===== config.mk =====
export PLATFORM = sky130hd
export DESIGN_NAME = brom_overlay
export DESIGN_NICKNAME = d
export VERILOG_FILES = /design/src/rtl/gb_bus_pkg.sv /design/src/rtl/brom_overlay.sv
export SDC_FILE = /design/constraint.sdc
export NUM_CORES = 1
export LEC_CHECK = 0
export CORE_ASPECT_RATIO = 0.6
export CORE_MARGIN = 3
export CORE_UTILIZATION = 48
export CTS_CLUSTER_DIAMETER = 40
export CTS_CLUSTER_SIZE = 14
export DETAILED_ROUTE_END_ITERATION = 8
export PLACE_DENSITY_LB_ADDON = 0.05
export SYNTH_ARGS = -nofsm -noshare
export SYNTH_HDL_FRONTEND = slang
export SYNTH_SLANG_ARGS = --single-unit

===== constraint.sdc =====
create_clock -name clk -period 4.65 [get_ports clk]
set_input_delay 1.395 -clock clk [delete_from_list [all_inputs] [get_ports clk]]
set_output_delay 1.395 -clock clk [all_outputs]
set_load 0.01 [all_outputs]

===== src/rtl/gb_bus_pkg.sv =====
// Shared definitions for the CPU-side bus stage in front of the boot ROM:
// state encoding, ROM window, lock register default address and open-bus value.
package gb_bus_pkg;

  localparam logic [1:0] ST_IDLE     = 2'd0;
  localparam logic [1:0] ST_BROM_RD  = 2'd1;
  localparam logic [1:0] ST_EXT_WAIT = 2'd2;
  localparam logic [1:0] ST_RESP     = 2'd3;

  typedef enum logic [1:0] {
    S_IDLE     = ST_IDLE,
    S_BROM_RD  = ST_BROM_RD,
    S_EXT_WAIT = ST_EXT_WAIT,
    S_RESP     = ST_RESP
  } bus_state_e;

  localparam logic [15:0] BROM_BASE     = 16'h0000;
  localparam logic [15:0] BROM_LAST     = 16'h00FF;
  localparam logic [15:0] LOCK_ADDR_DEF = 16'hFF50;
  localparam logic [7:0]  OPEN_BUS      = 8'hFF;

endpackage


===== src/rtl/brom_overlay.sv =====
// CPU bus stage in front of the 256-byte boot ROM: decodes accesses between the
// ROM overlay, the sticky boot-lock register and the external bus (wait states, timeout).
module brom_overlay
  import gb_bus_pkg::*;
#(
  parameter logic [15:0] LOCK_ADDR   = LOCK_ADDR_DEF,
  parameter int unsigned EXT_TIMEOUT = 15
) (
  input  logic        clk,
  input  logic        rst_n,
  input  logic [15:0] cpu_a,
  input  logic [7:0]  cpu_dout,
  input  logic        cpu_req,
  input  logic        cpu_we,
  output logic [7:0]  cpu_din,
  output logic        cpu_ack,
  output logic [7:0]  brom_a,
  input  logic [7:0]  brom_d,
  output logic [15:0] ext_a,
  output logic [7:0]  ext_dout,
  output logic        ext_rd,
  output logic        ext_wr,
  input  logic [7:0]  ext_din,
  input  logic        ext_ack,
  output logic        boot_done
);

  bus_state_e  state_q, state_d;
  logic [7:0]  brom_a_q, brom_a_d;
  logic [7:0]  cpu_din_q, cpu_din_d;
  logic [15:0] ext_a_q, ext_a_d;
  logic [7:0]  ext_dout_q, ext_dout_d;
  logic        ext_rd_q, ext_rd_d;
  logic        ext_wr_q, ext_wr_d;
  logic        boot_done_q, boot_done_d;
  logic [7:0]  cnt_q, cnt_d;

  logic [8:0]  cnt_inc;
  logic        timeout;
  logic        in_brom;

  assign cnt_inc = {1'b0, cnt_q} + 9'd1;
  assign timeout = (cnt_inc == 9'(EXT_TIMEOUT));
  assign in_brom = (cpu_a[15:8] == BROM_BASE[15:8]);

  always_comb begin
    state_d     = state_q;
    brom_a_d    = brom_a_q;
    cpu_din_d   = cpu_din_q;
    ext_a_d     = ext_a_q;
    ext_dout_d  = ext_dout_q;
    ext_rd_d    = ext_rd_q;
    ext_wr_d    = ext_wr_q;
    boot_done_d = boot_done_q;
    cnt_d       = cnt_q;
    case (state_q)
      S_IDLE: begin
        if (cpu_req) begin
          if (!cpu_we && !boot_done_q && in_brom) begin
            brom_a_d = cpu_a[7:0];
            state_d  = S_BROM_RD;
          end else if (cpu_a == LOCK_ADDR) begin
            // Lock register is local; a zero write leaves the overlay untouched.
            if (cpu_we && (cpu_dout != 8'h00)) boot_done_d = 1'b1;
            cpu_din_d = OPEN_BUS;
            state_d   = S_RESP;
          end else begin
            ext_a_d    = cpu_a;
            ext_dout_d = cpu_dout;
            ext_rd_d   = !cpu_we;
            ext_wr_d   = cpu_we;
            state_d    = S_EXT_WAIT;
          end
        end
      end
      S_BROM_RD: begin
        cpu_din_d = brom_d;
        state_d   = S_RESP;
      end
      S_EXT_WAIT: begin
        cnt_d = cnt_inc[7:0];
        // An ack landing on the timeout cycle still delivers its data.
        if (ext_ack) begin
          if (ext_rd_q) cpu_din_d = ext_din;
          ext_rd_d = 1'b0;
          ext_wr_d = 1'b0;
          state_d  = S_RESP;
        end else if (timeout) begin
          if (ext_rd_q) cpu_din_d = OPEN_BUS;
          ext_rd_d = 1'b0;
          ext_wr_d = 1'b0;
          state_d  = S_RESP;
        end
      end
      S_RESP: begin
        cnt_d   = 8'd0;
        state_d = S_IDLE;
      end
      default: state_d = S_IDLE;
    endcase
  end

  always_ff @(posedge clk or negedge rst_n) begin
    if (!rst_n) begin
      state_q     <= S_IDLE;
      brom_a_q    <= 8'h00;
      cpu_din_q   <= OPEN_BUS;
      ext_a_q     <= 16'h0000;
      ext_dout_q  <= 8'h00;
      ext_rd_q    <= 1'b0;
      ext_wr_q    <= 1'b0;
      boot_done_q <= 1'b0;
      cnt_q       <= 8'd0;
    end else begin
      state_q     <= state_d;
      brom_a_q    <= brom_a_d;
      cpu_din_q   <= cpu_din_d;
      ext_a_q     <= ext_a_d;
      ext_dout_q  <= ext_dout_d;
      ext_rd_q    <= ext_rd_d;
      ext_wr_q    <= ext_wr_d;
      boot_done_q <= boot_done_d;
      cnt_q       <= cnt_d;
    end
  end

  assign cpu_ack   = (state_q == S_RESP);
  assign cpu_din   = cpu_din_q;
  assign brom_a    = brom_a_q;
  assign ext_a     = ext_a_q;
  assign ext_dout  = ext_dout_q;
  assign ext_rd    = ext_rd_q;
  assign ext_wr    = ext_wr_q;
  assign boot_done = boot_done_q;

endmodule


### Word level (Yosys, flattened, before mapping)

Cells that the tools add are included.

* bits in registers: 53
* bits in latches: 0
* memory bits (writable): 0
* ROM bits: 0
* input port bits: 45
* word-level logic and storage cells: 65
* memories kept: 0

* add/sub/neg operators: 1
* multipliers: 0
* divide/modulo/power cells: 0
* $lt $le $gt $ge: 0
* equality and inequality tests: 11
* shifts and indexed selects: 0
* multiplexer cells: 25
* bitwise operators: 2
* reduce and logical (&&, ||, !) cells: 17

Operators by type and width (number)
* 8-bit 2-to-1 mux: 7
* 8-bit case mux with 3 select lines: 1
* 16-bit equality test (second input constant): 1
* 8-bit case mux with 2 select lines: 1
* 2-bit inequality test (second input constant): 5
* 5-bit AND reduction: 2
* 8-bit by 1-bit adder with 9-bit output (second input constant): 1
* 9-bit by 4-bit equality test with 1-bit output (second input constant): 1
* 1-bit 2-to-1 mux: 9
* 8-bit zero test: 1
* 2-bit 2-to-1 mux: 4
* 2-bit case mux with 4 select lines: 1
* 8-bit nonzero test: 1
* 6-bit AND reduction: 1
* 2-bit equality test (second input constant): 2
* 1-bit case mux with 2 select lines: 2
* 4-bit AND reduction: 1
* 2-bit nonzero test: 2
* 1-bit logical AND: 3
* 3-bit inequality test (second input constant): 1
* 3-bit AND reduction: 1
* 3-bit nonzero test: 1
* 2-bit by 1-bit equality test with 1-bit output (second input constant): 1
* 1-bit zero test: 2
* other kinds (3): 4

### Longest topological paths before layout

Gate-level depths: netlist of run 1.

* depth in word-level cells: 6
* mapped depth: 9
* mapped depth without buffers: 7

### Worst setup path after synthesis of run 1

Ideal clock, no wire load.

* kind: input to register
* from: in cpu_a[2]
* to: reg ext_a_q[0], in the netlist ext_a[0]
* library setup time: 0.125 ns
* arrival: 2.992 ns
* slack: 1.533 ns
* stages: 6
* cells stage by stage: or4b_1 nor4_4 nand2b_1 buf_6 buf_6 mux2_2

* word-level cells in the longest chain between the ends: 3

RTL lines
* from (decl): line brom_overlay.sv:11 `input logic [15:0] cpu_a,`
* 16-bit equality test: line brom_overlay.sv:62 `end else if (cpu_a == LOCK_ADDR) begin`
* 1-bit NOT (no source line)
* 4-bit AND reduction (no source line)
* to (signal assigned): line brom_overlay.sv:118 `ext_a_q <= ext_a_d;`
* to (decl): line brom_overlay.sv:31 `logic [15:0] ext_a_q, ext_a_d;`

No other way between the ends.
A chain may end at the register's enable or synchronous reset.

### Final worst setup path of run 1

* from: in cpu_a[2]
* to: reg ext_dout_q[1], in the netlist ext_dout[1]

* word-level cells in the longest chain between the ends: 3

RTL lines
* 16-bit equality test: line brom_overlay.sv:62
* 1-bit NOT (no source line)
* 4-bit AND reduction (no source line)
* to (signal assigned): line brom_overlay.sv:119 `ext_dout_q <= ext_dout_d;`
* to (decl): line brom_overlay.sv:32 `logic [7:0] ext_dout_q, ext_dout_d;`

No other way between the ends.

==> qor.txt, run 1 <==
power after layout: 0.00217 W
Reg power frac: 0.361
total vias in the final route: 1910
total global-route track usage: 0.202
global-route wire length before repair: 9620 um
filler cell count in the final layout: 344
type of element launching the critical path: input port
number of max-slew violations in the final report: 0
max_slew headroom: 0.508
Iter 0 DRT Violations: 62
synth unique cells: 37
worst supply voltage drop on vdd: 395 uV
slowest stage cell on the critical path: sky130_fd_sc_hd__or4b_1
Post-DRT Antenna Nets: 0
share of the synthesized area in the top cell type: 0.447
hold path startpoint: boot_done
Crit Reg-Reg Endpoint: ext_dout[1]
clock share of power: 0.152
summed negative setup slack over all endpoints: 0 ns
post-detailed-placement half-perimeter wirelength: 4540 um
worst-path fanout max: 20
number of nets in the final layout: 347
fraction of final layout cells sized beyond drive strength 1: 0.212
first-pass detailed-route iteration total: 4
leakage power figure: 1.52 nW
Final Routed Wirelength: 5900 um
Worst Setup Slack post-DPL: 0.723 ns
source of the critical timing path: cpu_a[2]
nets in the synthesized netlist: 258
PnR worst setup slack: 1.04 ns
count of state elements after synthesis: 53
starting utilization of the core area: 0.524
Fmax achieved: 0.277 GHz
minimum period implied by the final worst setup slack: 3.61 ns
cell chosen for the clock root: sky130_fd_sc_hd__clkbuf_8
total CTS buffers: 5
critical path class: input port to flip-flop
global route overflow: 0
Worst EP arrival: 3.81 ns
cell area after technology mapping: 2520 um2
routed wire length per instance: 16.4 um
class of the worst hold path: flip-flop to flip-flop
level count of the clock H-tree: 2
clock slew at the register clock pins of the worst setup and hold paths: 0.10 ns
Placer Congestion: 0.810
Site Rows: 19
Setup violations, final: 0
sum of buffers and inverters on the critical path: 2
CP top delay family: simple AND/OR/NAND/NOR gates
cell type with the highest aggregate area in the netlist: sky130_fd_sc_hd__dfrtp_1
buffer levels on the longest clock path: 2
data required time at the worst endpoint: 4.85 ns
relative area change from synthesis to final layout: 41.6%
worst-case reg-to-reg path depth: 7
slew at the pin with the worst max-slew slack: 0.737 ns
part of the cycle the worst path needs: 0.776
biggest cell delay along the critical path: 0.60 ns
hold violation total from the final report: 0
vertical die dimension: 62.1 um
Synth Instances: 207
detailed-route vias per instance: 5.31
logic depth of the worst setup path including buffers: 6
setup repair after global routing missed its margin: false
fraction of the yosys area taken by sequential cells: 0.531
# port buffers: 88
CP Capture Point: ext_dout[1]
fraction of power consumed by combinational cells: 0.487
Net Sw Frac: 0.335
Reg2Reg Setup Slack: 2.53 ns
Clock Sink Count: 53
Die Outline Area: 6180 um2
remaining routing DRC violations: 0
worst path cell trace: clkdlybuf4s50_1 -> or4b_1 -> nor4_4 -> nand2b_1 -> buf_12 -> mux2_2
largest net degree at the start of global routing: 33
clock insertion delay at the later pin of the skew report: 0.31 ns
power density over the cells: 609 nW/um2
die extent in x: 99.5 um
result of the run: complete, no violations
RR Startpoint: state_q[0]
clock tree from TritonCTS: built
antenna cell count: 0
Clock Skew: 0.00861 ns
Switch Pwr: 0.000728 W
initial antenna violation count: 0
yosys warns: 0
Internal Dissipation: 0.00144 W
Std-Cell Core Area: 4800 um2
hold_buf cts: 0
vias in the first global route: 1906
Max-cap violations: 0
Synth Area per Inst: 12.2 um2
number of buffers inserted by post-CTS setup repair: 0
CTS-repair resized insts: 0
number of top-level design ports: 89
kind of capture point of the worst setup path: flip-flop
top cells by area in the synthesized netlist: sky130_fd_sc_hd__dfrtp_1, sky130_fd_sc_hd__mux2_2, sky130_fd_sc_hd__dfstp_2
logic make-up after synthesis:
kind of cell             share of synthesized area
XOR/XNOR                                    0.0244
multiplexers                                 0.191
adder cells (fa/ha/maj)                     0.0298
flip-flops                                   0.531
buffers and inverters                       0.0343
AO/OA/AOI/OAI                               0.0646
AND/OR/NAND/NOR                              0.125
worst min path at each step:
| stage | cells after the start | to |
|---|---|---|
| floorplan | 2 | cnt_q[7] |
| global placement | 1 | brom_a[3] |
| detailed placement | 1 | boot_done |
| CTS | 1 | boot_done |
| global route | 1 | ext_a[9] |
| finish | 1 | boot_done |
state kept, by name, summed over array words and instances (netlist names):
name,cells
ext_a,16
brom_a,8
cnt_q,8
cpu_din,8
ext_dout,8
state_q,2
boot_done,1
ext_rd,1
ext_wr,1
layer usage:
metal  vias to the layer above  GRT usage  wire length (um)
met5                         -          0                 0
met4                         0     0.0350                27
met3                         4     0.0580               416
met2                        60      0.303              2460
met1                       928      0.299              2990
li1                        918          -                 -
through the flow:
step | instances | hold WS [ns] | instance area (um2) | utilization
6_report | 360 | 0.497 | 3560 | 0.742
5_1_grt | 360 | 0.537 | 3560 | 0.742
4_1_cts | 360 | 0.502 | 3560 | 0.742
2_1_floorplan | 207 | 0.496 | 2520 | -
3_3_place_gp | 352 | 0.487 | 3440 | 0.717
3_5_place_dp | 352 | 0.475 | 3440 | 0.717
power groups by stage:
stage / registers [W] / clock network (W) / logic, W
floorplan: 0.000840 / 0 / 0.000524
global placement: 0.000784 / 0 / 0.00104
detailed placement: 0.000786 / 0 / 0.00106
CTS: 0.000782 / 0.000338 / 0.00107
global route: 0.000806 / 0.000356 / 0.00115
finish: 0.000783 / 0.000330 / 0.00106
layout make-up:
class,count,area [um2],share of cell area
clock buffers,6,82.6,0.0232
flip-flops and latches,53,1340,0.375
repair buffers,90,903,0.254
well taps,63,78.8,0.0221
clock inverters,2,37.5,0.0105
multi-input cells,138,1090,0.307
inverters,8,30.0,0.00843
layout by cell type (no fill, tap or decap), drive strengths merged:
cell,synthesis,final
a211oi,1,1
a21bo,1,1
a21o,1,1
a21oi,3,3
a22oi,1,1
a31oi,2,2
and2,1,1
buf,5,3
bufinv,0,1
clkbuf,3,6
clkdlybuf4s50,0,87
clkinvlp,0,1
dfrtp,45,45
dfstp,8,8
ha,6,6
inv,8,8
mux2,40,40
mux2i,3,3
nand2,12,12
nand2b,3,3
nand3,12,12
nand3b,1,1
nand4,4,4
nand4b,1,1
nor2,13,13
nor2b,3,3
nor4,6,6
o211ai,1,1
o21a,1,1
o21ai,9,9
o22a,1,1
o22ai,3,3
or4b,2,2
xnor2,3,3
xor2,4,4
synthesized netlist by cell type:
cell and n:
sky130_fd_sc_hd__a211oi_1 1, sky130_fd_sc_hd__a21bo_2 1, sky130_fd_sc_hd__a21o_1 1, sky130_fd_sc_hd__a21oi_1 3
sky130_fd_sc_hd__a22oi_1 1, sky130_fd_sc_hd__a31oi_1 1, sky130_fd_sc_hd__a31oi_4 1, sky130_fd_sc_hd__and2_1 1
sky130_fd_sc_hd__buf_1 2, sky130_fd_sc_hd__buf_6 2, sky130_fd_sc_hd__buf_8 1, sky130_fd_sc_hd__clkbuf_1 3
sky130_fd_sc_hd__dfrtp_1 45, sky130_fd_sc_hd__dfstp_2 8, sky130_fd_sc_hd__ha_1 6, sky130_fd_sc_hd__inv_1 8
sky130_fd_sc_hd__mux2_2 40, sky130_fd_sc_hd__mux2i_1 3, sky130_fd_sc_hd__nand2_1 12, sky130_fd_sc_hd__nand2b_1 3
sky130_fd_sc_hd__nand3_1 12, sky130_fd_sc_hd__nand3b_1 1, sky130_fd_sc_hd__nand4_1 4, sky130_fd_sc_hd__nand4b_1 1
sky130_fd_sc_hd__nor2_1 13, sky130_fd_sc_hd__nor2b_1 3, sky130_fd_sc_hd__nor4_1 5, sky130_fd_sc_hd__nor4_4 1
sky130_fd_sc_hd__o211ai_1 1, sky130_fd_sc_hd__o21a_1 1, sky130_fd_sc_hd__o21ai_0 9, sky130_fd_sc_hd__o22a_1 1
sky130_fd_sc_hd__o22ai_1 3, sky130_fd_sc_hd__or4b_1 1, sky130_fd_sc_hd__or4b_4 1, sky130_fd_sc_hd__xnor2_1 3
sky130_fd_sc_hd__xor2_1 4
worst reg2reg max path: stages, from the launching register on:
cell                       delay, ns
sky130_fd_sc_hd__dfrtp_1        0.44
sky130_fd_sc_hd__inv_1          0.11
sky130_fd_sc_hd__ha_1           0.23
sky130_fd_sc_hd__nand2_1        0.11
sky130_fd_sc_hd__a31oi_1        0.23
sky130_fd_sc_hd__nand2b_1       0.33
sky130_fd_sc_hd__buf_12         0.28
sky130_fd_sc_hd__mux2_2         0.29
(Power assumes the default switching activity.)
==> run 2: changes to the inputs <==
Settings changed: CORE_UTILIZATION 48 to 45.
Clock period 4.65 ns to 3.5 ns, I/O delays scaled along.
==> run 2 against run 1 <==
Against the previous run:
- worst setup slack worse by 0.58 ns
- register-to-register slack worse by 1.2 ns
- critical endpoint is now cpu_din[6]
- design area is 0.14% higher
==> qor.txt, run 2 (same netlist as run 1, synthesis figures left out) <==
result of the run: complete, no violations (unchanged)
antenna cell count: 0 (unchanged)
worst-path fanout max: 8 (was 20)
global-route wire length before repair: 10000 um (was 9620 um)
vias in the first global route: 1950 (was 1906)
level count of the clock H-tree: 2 (unchanged)
kind of capture point of the worst setup path: flip-flop (unchanged)
starting utilization of the core area: 0.481 (was 0.524)
Post-DRT Antenna Nets: 0 (unchanged)
worst supply voltage drop on vdd: 449 uV (was 395 uV)
routed wire length per instance: 16.7 um (was 16.4 um)
hold violation total from the final report: 0 (unchanged)
max_slew headroom: 0.311 (was 0.508)
# port buffers: 88 (unchanged)
Fmax achieved: 0.329 GHz
CTS-repair resized insts: 0 (unchanged)
part of the cycle the worst path needs: 0.869
fraction of final layout cells sized beyond drive strength 1: 0.211 (was 0.212)
number of nets in the final layout: 349 (was 347)
post-detailed-placement half-perimeter wirelength: 4610 um (was 4540 um)
Die Outline Area: 6560 um2 (was 6180 um2)
most common library cell in the layout ignoring fill and taps: sky130_fd_sc_hd__clkdlybuf4s50_1 (unchanged)
Clock Sink Count: 53 (unchanged)
number of max-slew violations in the final report: 0 (unchanged)
remaining routing DRC violations: 0 (unchanged)
clock tree from TritonCTS: built (unchanged)
critical path class: input port to flip-flop (unchanged)
buffer levels on the longest clock path: 2 (unchanged)
Worst EP arrival: 3.27 ns (was 3.81 ns)
slew at the pin with the worst max-slew slack: 1.03 ns (was 0.737 ns)
Final Hold Slack: 0.509 ns (was 0.497 ns)
type of element launching the critical path: input port (unchanged)
Site Rows: 20 (was 19)
Placer Congestion: 0.773 (was 0.810)
Std-Cell Core Area: 5230 um2 (was 4800 um2)
largest net degree at the start of global routing: 48 (was 33)
clock slew at the register clock pins of the worst setup and hold paths: 0.09 ns (was 0.10 ns)
die extent in x: 103 um (was 99.5 um)
most used cells in the layout excluding fill and tap cells: sky130_fd_sc_hd__clkdlybuf4s50_1, sky130_fd_sc_hd__dfrtp_1, sky130_fd_sc_hd__mux2_2 (unchanged)
global route overflow: 0 (unchanged)
total vias in the final route: 1944 (was 1910)
number of flip-flops under the largest register name: 16 (unchanged)
Clock Skew: 0.0127 ns (was 0.00861 ns)
Iter 0 DRT Violations: 55 (was 62)
number of cells after detailed placement: 357 (was 352)
cell chosen for the clock root: sky130_fd_sc_hd__clkbuf_8 (unchanged)
total CTS buffers: 5 (unchanged)
leakage power figure: 1.52 nW (about the same)
initial antenna violation count: 0 (unchanged)
vertical die dimension: 63.9 um (was 62.1 um)
clock insertion delay at the later pin of the skew report: 0.31 ns (about the same)
post-layout utilization of the core: 0.682 (was 0.742)
Setup violations, final: 0 (unchanged)
relative area change from synthesis to final layout: 41.7% (was 41.6%)
total global-route track usage: 0.197 (was 0.202)
class of the worst hold path: flip-flop to flip-flop (unchanged)
data required time at the worst endpoint: 3.73 ns (was 4.85 ns)
setup repair after global routing missed its margin: false (unchanged)
first-pass detailed-route iteration total: 4 (unchanged)
non-filler cells in the finished layout: 365 (was 360)
Final Routed Wirelength: 6090 um (was 5900 um)
detailed-route vias per instance: 5.33 (was 5.31)
summed negative setup slack over all endpoints: 0 ns (unchanged)
number of top-level design ports: 89 (unchanged)
Max-cap violations: 0 (unchanged)
filler cell count in the final layout: 416 (was 344)
number of buffers inserted by post-CTS setup repair: 0 (unchanged)
hold_buf cts: 0 (unchanged)
minimum period implied by the final worst setup slack: 3.04 ns
power density over the cells: 802 nW/um2 (was 609 nW/um2)
-- run 2: path summary, 6_finish.rpt --
path	from	to	slack [ns]	cells after the start
max in group asynchronous	rst_n	cpu_din[5]	1.80	2
min reg2reg	ext_a[5]	ext_a[5]	0.51	1
min in group asynchronous	rst_n	cnt_q[7]	0.91	1
max reg2reg	cnt_q[0]	cpu_din[6]	1.32	7
max	cpu_a[5]	cpu_din[6]	0.46	6
min	ext_a[5]	ext_a[5]	0.51	1
-- run 2: routing by layer --
layer / wire length, um / part of all wire / global-route usage
met5: 0 / 0 / 0
met4: 62 / 0.010 / 0.0393
met3: 515 / 0.085 / 0.0709
met2: 2480 / 0.41 / 0.278
met1: 3030 / 0.50 / 0.292
-- run 2: power breakdown --
part	switching [W]	total, W	internal (W)
Clock	0.000201	0.000413	0.000212
Combinational	0.000614	0.00142	0.000809
Sequential	0.000145	0.00103	0.000881
-- run 2: worst max-delay path: stages --
cell	delay, ns
sky130_fd_sc_hd__clkdlybuf4s50_1	0.45
sky130_fd_sc_hd__or4b_1	0.60
sky130_fd_sc_hd__nor4_4	0.32
sky130_fd_sc_hd__a21oi_1	0.15
sky130_fd_sc_hd__a31oi_4	0.31
sky130_fd_sc_hd__mux2_2	0.39
-- run 2: stage by stage --
step | setup slack, ns | area (um2) | power, W
5_1_grt | 0.378 | 3570 | 0.00305
4_1_cts | 0.446 | 3570 | 0.00289
3_5_place_dp | 0.118 | 3460 | 0.00246
2_1_floorplan | 0.728 | 2520 | 0.00181
6_report | 0.457 | 3570 | 0.00286
3_3_place_gp | 0.160 | 3460 | 0.00243
-- run 2: layout make-up --
class,count,area (um2),share of cell area
Tap cell,66,82.6,0.0231
Clock inverter,2,33.8,0.00947
Multi-Input combinational cell,138,1090,0.307
Inverter,8,30.0,0.00842
Timing Repair Buffer,92,918,0.257
Sequential cell,53,1340,0.374
Clock buffer,6,72.6,0.0203
==> run 3: changes to the inputs <==
Settings changed: SLEW_MARGIN set to 20.
==> run 3 against run 2 <==
Against the previous run:
- clock skew is the same
- worst hold slack did not move
- register-to-register slack is essentially flat
- worst setup slack unchanged
- flip-flop and latch count unchanged
==> qor.txt, run 3 (same netlist as run 1, synthesis figures left out) <==
summed negative setup slack over all endpoints: 0 ns (unchanged)
M1 WL: 3030 um (about the same)
Clock Skew: 0.0127 ns (unchanged)
worst supply voltage drop on vdd: 449 uV (about the same)
clock tree from TritonCTS: built (unchanged)
Die Outline Area: 6560 um2 (unchanged)
Clock Sink Count: 53 (unchanged)
global-route wire length before repair: 10000 um (unchanged)
vias in the first global route: 1950 (unchanged)
number of flip-flops under the largest register name: 16 (unchanged)
# port buffers: 88 (unchanged)
clock insertion delay at the later pin of the skew report: 0.31 ns (about the same)
hold violation total from the final report: 0 (unchanged)
setup repair after global routing missed its margin: false (unchanged)
die extent in x: 103 um (unchanged)
power after layout: 0.00286 W (about the same)
part of the cycle the worst path needs: 0.869 (unchanged)
Setup violations, final: 0 (unchanged)
post-layout utilization of the core: 0.683 (was 0.682)
multi-input combinational cell area: 1090 um2 (unchanged)
antenna cell count: 0 (unchanged)
number of top-level design ports: 89 (unchanged)
global route overflow: 0 (unchanged)
Post-DRT Antenna Nets: 0 (unchanged)
total CTS buffers: 5 (unchanged)
max_slew headroom: 0.503 (was 0.311)
first-pass detailed-route iteration total: 4 (unchanged)
level count of the clock H-tree: 2 (unchanged)
Iter 0 DRT Violations: 55 (unchanged)
vertical die dimension: 63.9 um (unchanged)
Std-Cell Core Area: 5230 um2 (unchanged)
starting utilization of the core area: 0.481 (unchanged)
data required time at the worst endpoint: 3.73 ns (about the same)
buffer levels on the longest clock path: 2 (unchanged)
clock slew at the register clock pins of the worst setup and hold paths: 0.09 ns (about the same)
routed wire length per instance: 16.7 um (about the same)
relative area change from synthesis to final layout: 41.8% (was 41.7%)
number of buffers inserted by post-CTS setup repair: 0 (unchanged)
result of the run: complete, no violations (unchanged)
type of element launching the critical path: input port (unchanged)
minimum period implied by the final worst setup slack: 3.04 ns (unchanged)
Worst Setup Slack post-DPL: 0.118 ns (unchanged)
hold_buf cts: 0 (unchanged)
number of nets in the final layout: 349 (unchanged)
remaining routing DRC violations: 0 (unchanged)
PnR worst setup slack: 0.457 ns (unchanged)
initial antenna violation count: 0 (unchanged)
kind of capture point of the worst setup path: flip-flop (unchanged)
largest net degree at the start of global routing: 48 (unchanged)
most common library cell in the layout ignoring fill and taps: sky130_fd_sc_hd__clkdlybuf4s50_1 (unchanged)
detailed-routed wire length on met2: 2480 um (unchanged)
power density over the cells: 802 nW/um2 (about the same)
total vias in the final route: 1944 (unchanged)
cell chosen for the clock root: sky130_fd_sc_hd__clkbuf_8 (unchanged)
Top Layer Used: met4 (unchanged)
worst-path fanout max: 8 (unchanged)
Fmax achieved: 0.329 GHz (unchanged)
slew at the pin with the worst max-slew slack: 0.745 ns (was 1.03 ns)
post-detailed-placement half-perimeter wirelength: 4610 um (unchanged)
Max-cap violations: 0 (unchanged)
most used cells in the layout excluding fill and tap cells: sky130_fd_sc_hd__clkdlybuf4s50_1, sky130_fd_sc_hd__dfrtp_1, sky130_fd_sc_hd__mux2_2 (unchanged)
Final Hold Slack: 0.509 ns (unchanged)
filler cell count in the final layout: 415 (was 416)
Final Routed Wirelength: 6090 um (about the same)
met3 routed wirelength: 515 um (unchanged)
critical path class: input port to flip-flop (unchanged)
Worst EP arrival: 3.27 ns (about the same)
number of max-slew violations in the final report: 0 (unchanged)
leakage power figure: 1.52 nW (about the same)
Sequential Area: 1340 um2 (unchanged)
total global-route track usage: 0.197 (unchanged)
fraction of final layout cells sized beyond drive strength 1: 0.211 (unchanged)
class of the worst hold path: flip-flop to flip-flop (unchanged)
detailed-route vias per instance: 5.33 (unchanged)
Site Rows: 20 (unchanged)
Placer Congestion: 0.773 (unchanged)
CTS-repair resized insts: 0 (unchanged)
[run 3: where the power goes]
| group | internal, W | switching, W | leakage, nW |
|---|---|---|---|
| clock | 0.000212 | 0.000201 | 0.0528 |
| combinational | 0.000809 | 0.000614 | 0.818 |
| sequential | 0.000881 | 0.000145 | 0.651 |
| total | 0.00190 | 0.000961 | 1.52 |
[run 3: metrics by stage]
stage / instance area, um2 / instances
floorplan: 2520 / 207
global placement: 3460 / 357
detailed placement: 3460 / 357
CTS: 3570 / 365
global route: 3570 / 365
finish: 3570 / 365
[run 3: final timing paths]
check / from / endpoint / slack [ns] / cells past startpoint
max in group asynchronous: rst_n / cpu_din[5] / 2.14 / 2
hold reg to reg: ext_a[5] / ext_a[5] / 0.51 / 1
min in group asynchronous: rst_n / cnt_q[7] / 0.72 / 1
setup reg to reg: cnt_q[0] / cpu_din[6] / 1.32 / 7
setup / recovery: cpu_a[5] / cpu_din[6] / 0.46 / 6
hold / removal: ext_a[5] / ext_a[5] / 0.51 / 1
[run 3: worst max-delay path: stages]
cell and delay (ns):
sky130_fd_sc_hd__clkdlybuf4s50_1 0.45, sky130_fd_sc_hd__or4b_1 0.60, sky130_fd_sc_hd__nor4_4 0.32, sky130_fd_sc_hd__a21oi_1 0.15
sky130_fd_sc_hd__a31oi_4 0.31, sky130_fd_sc_hd__mux2_2 0.39
[run 3: final cells by class]
type                       instances  area share
sequential                        53       0.374
multi-input combinational        138       0.307
timing repair buffer              92       0.258
tap                               66      0.0231
clock buffer                       6      0.0203
clock inverter                     2     0.00946
inverter                           8     0.00841
[run 3: layer usage]
metal  vias to the layer above  track usage
met3                         8       0.0709
met5                         -            0
met1                       948        0.292
met2                        72        0.278
met4                         0       0.0393
li1                        916            -
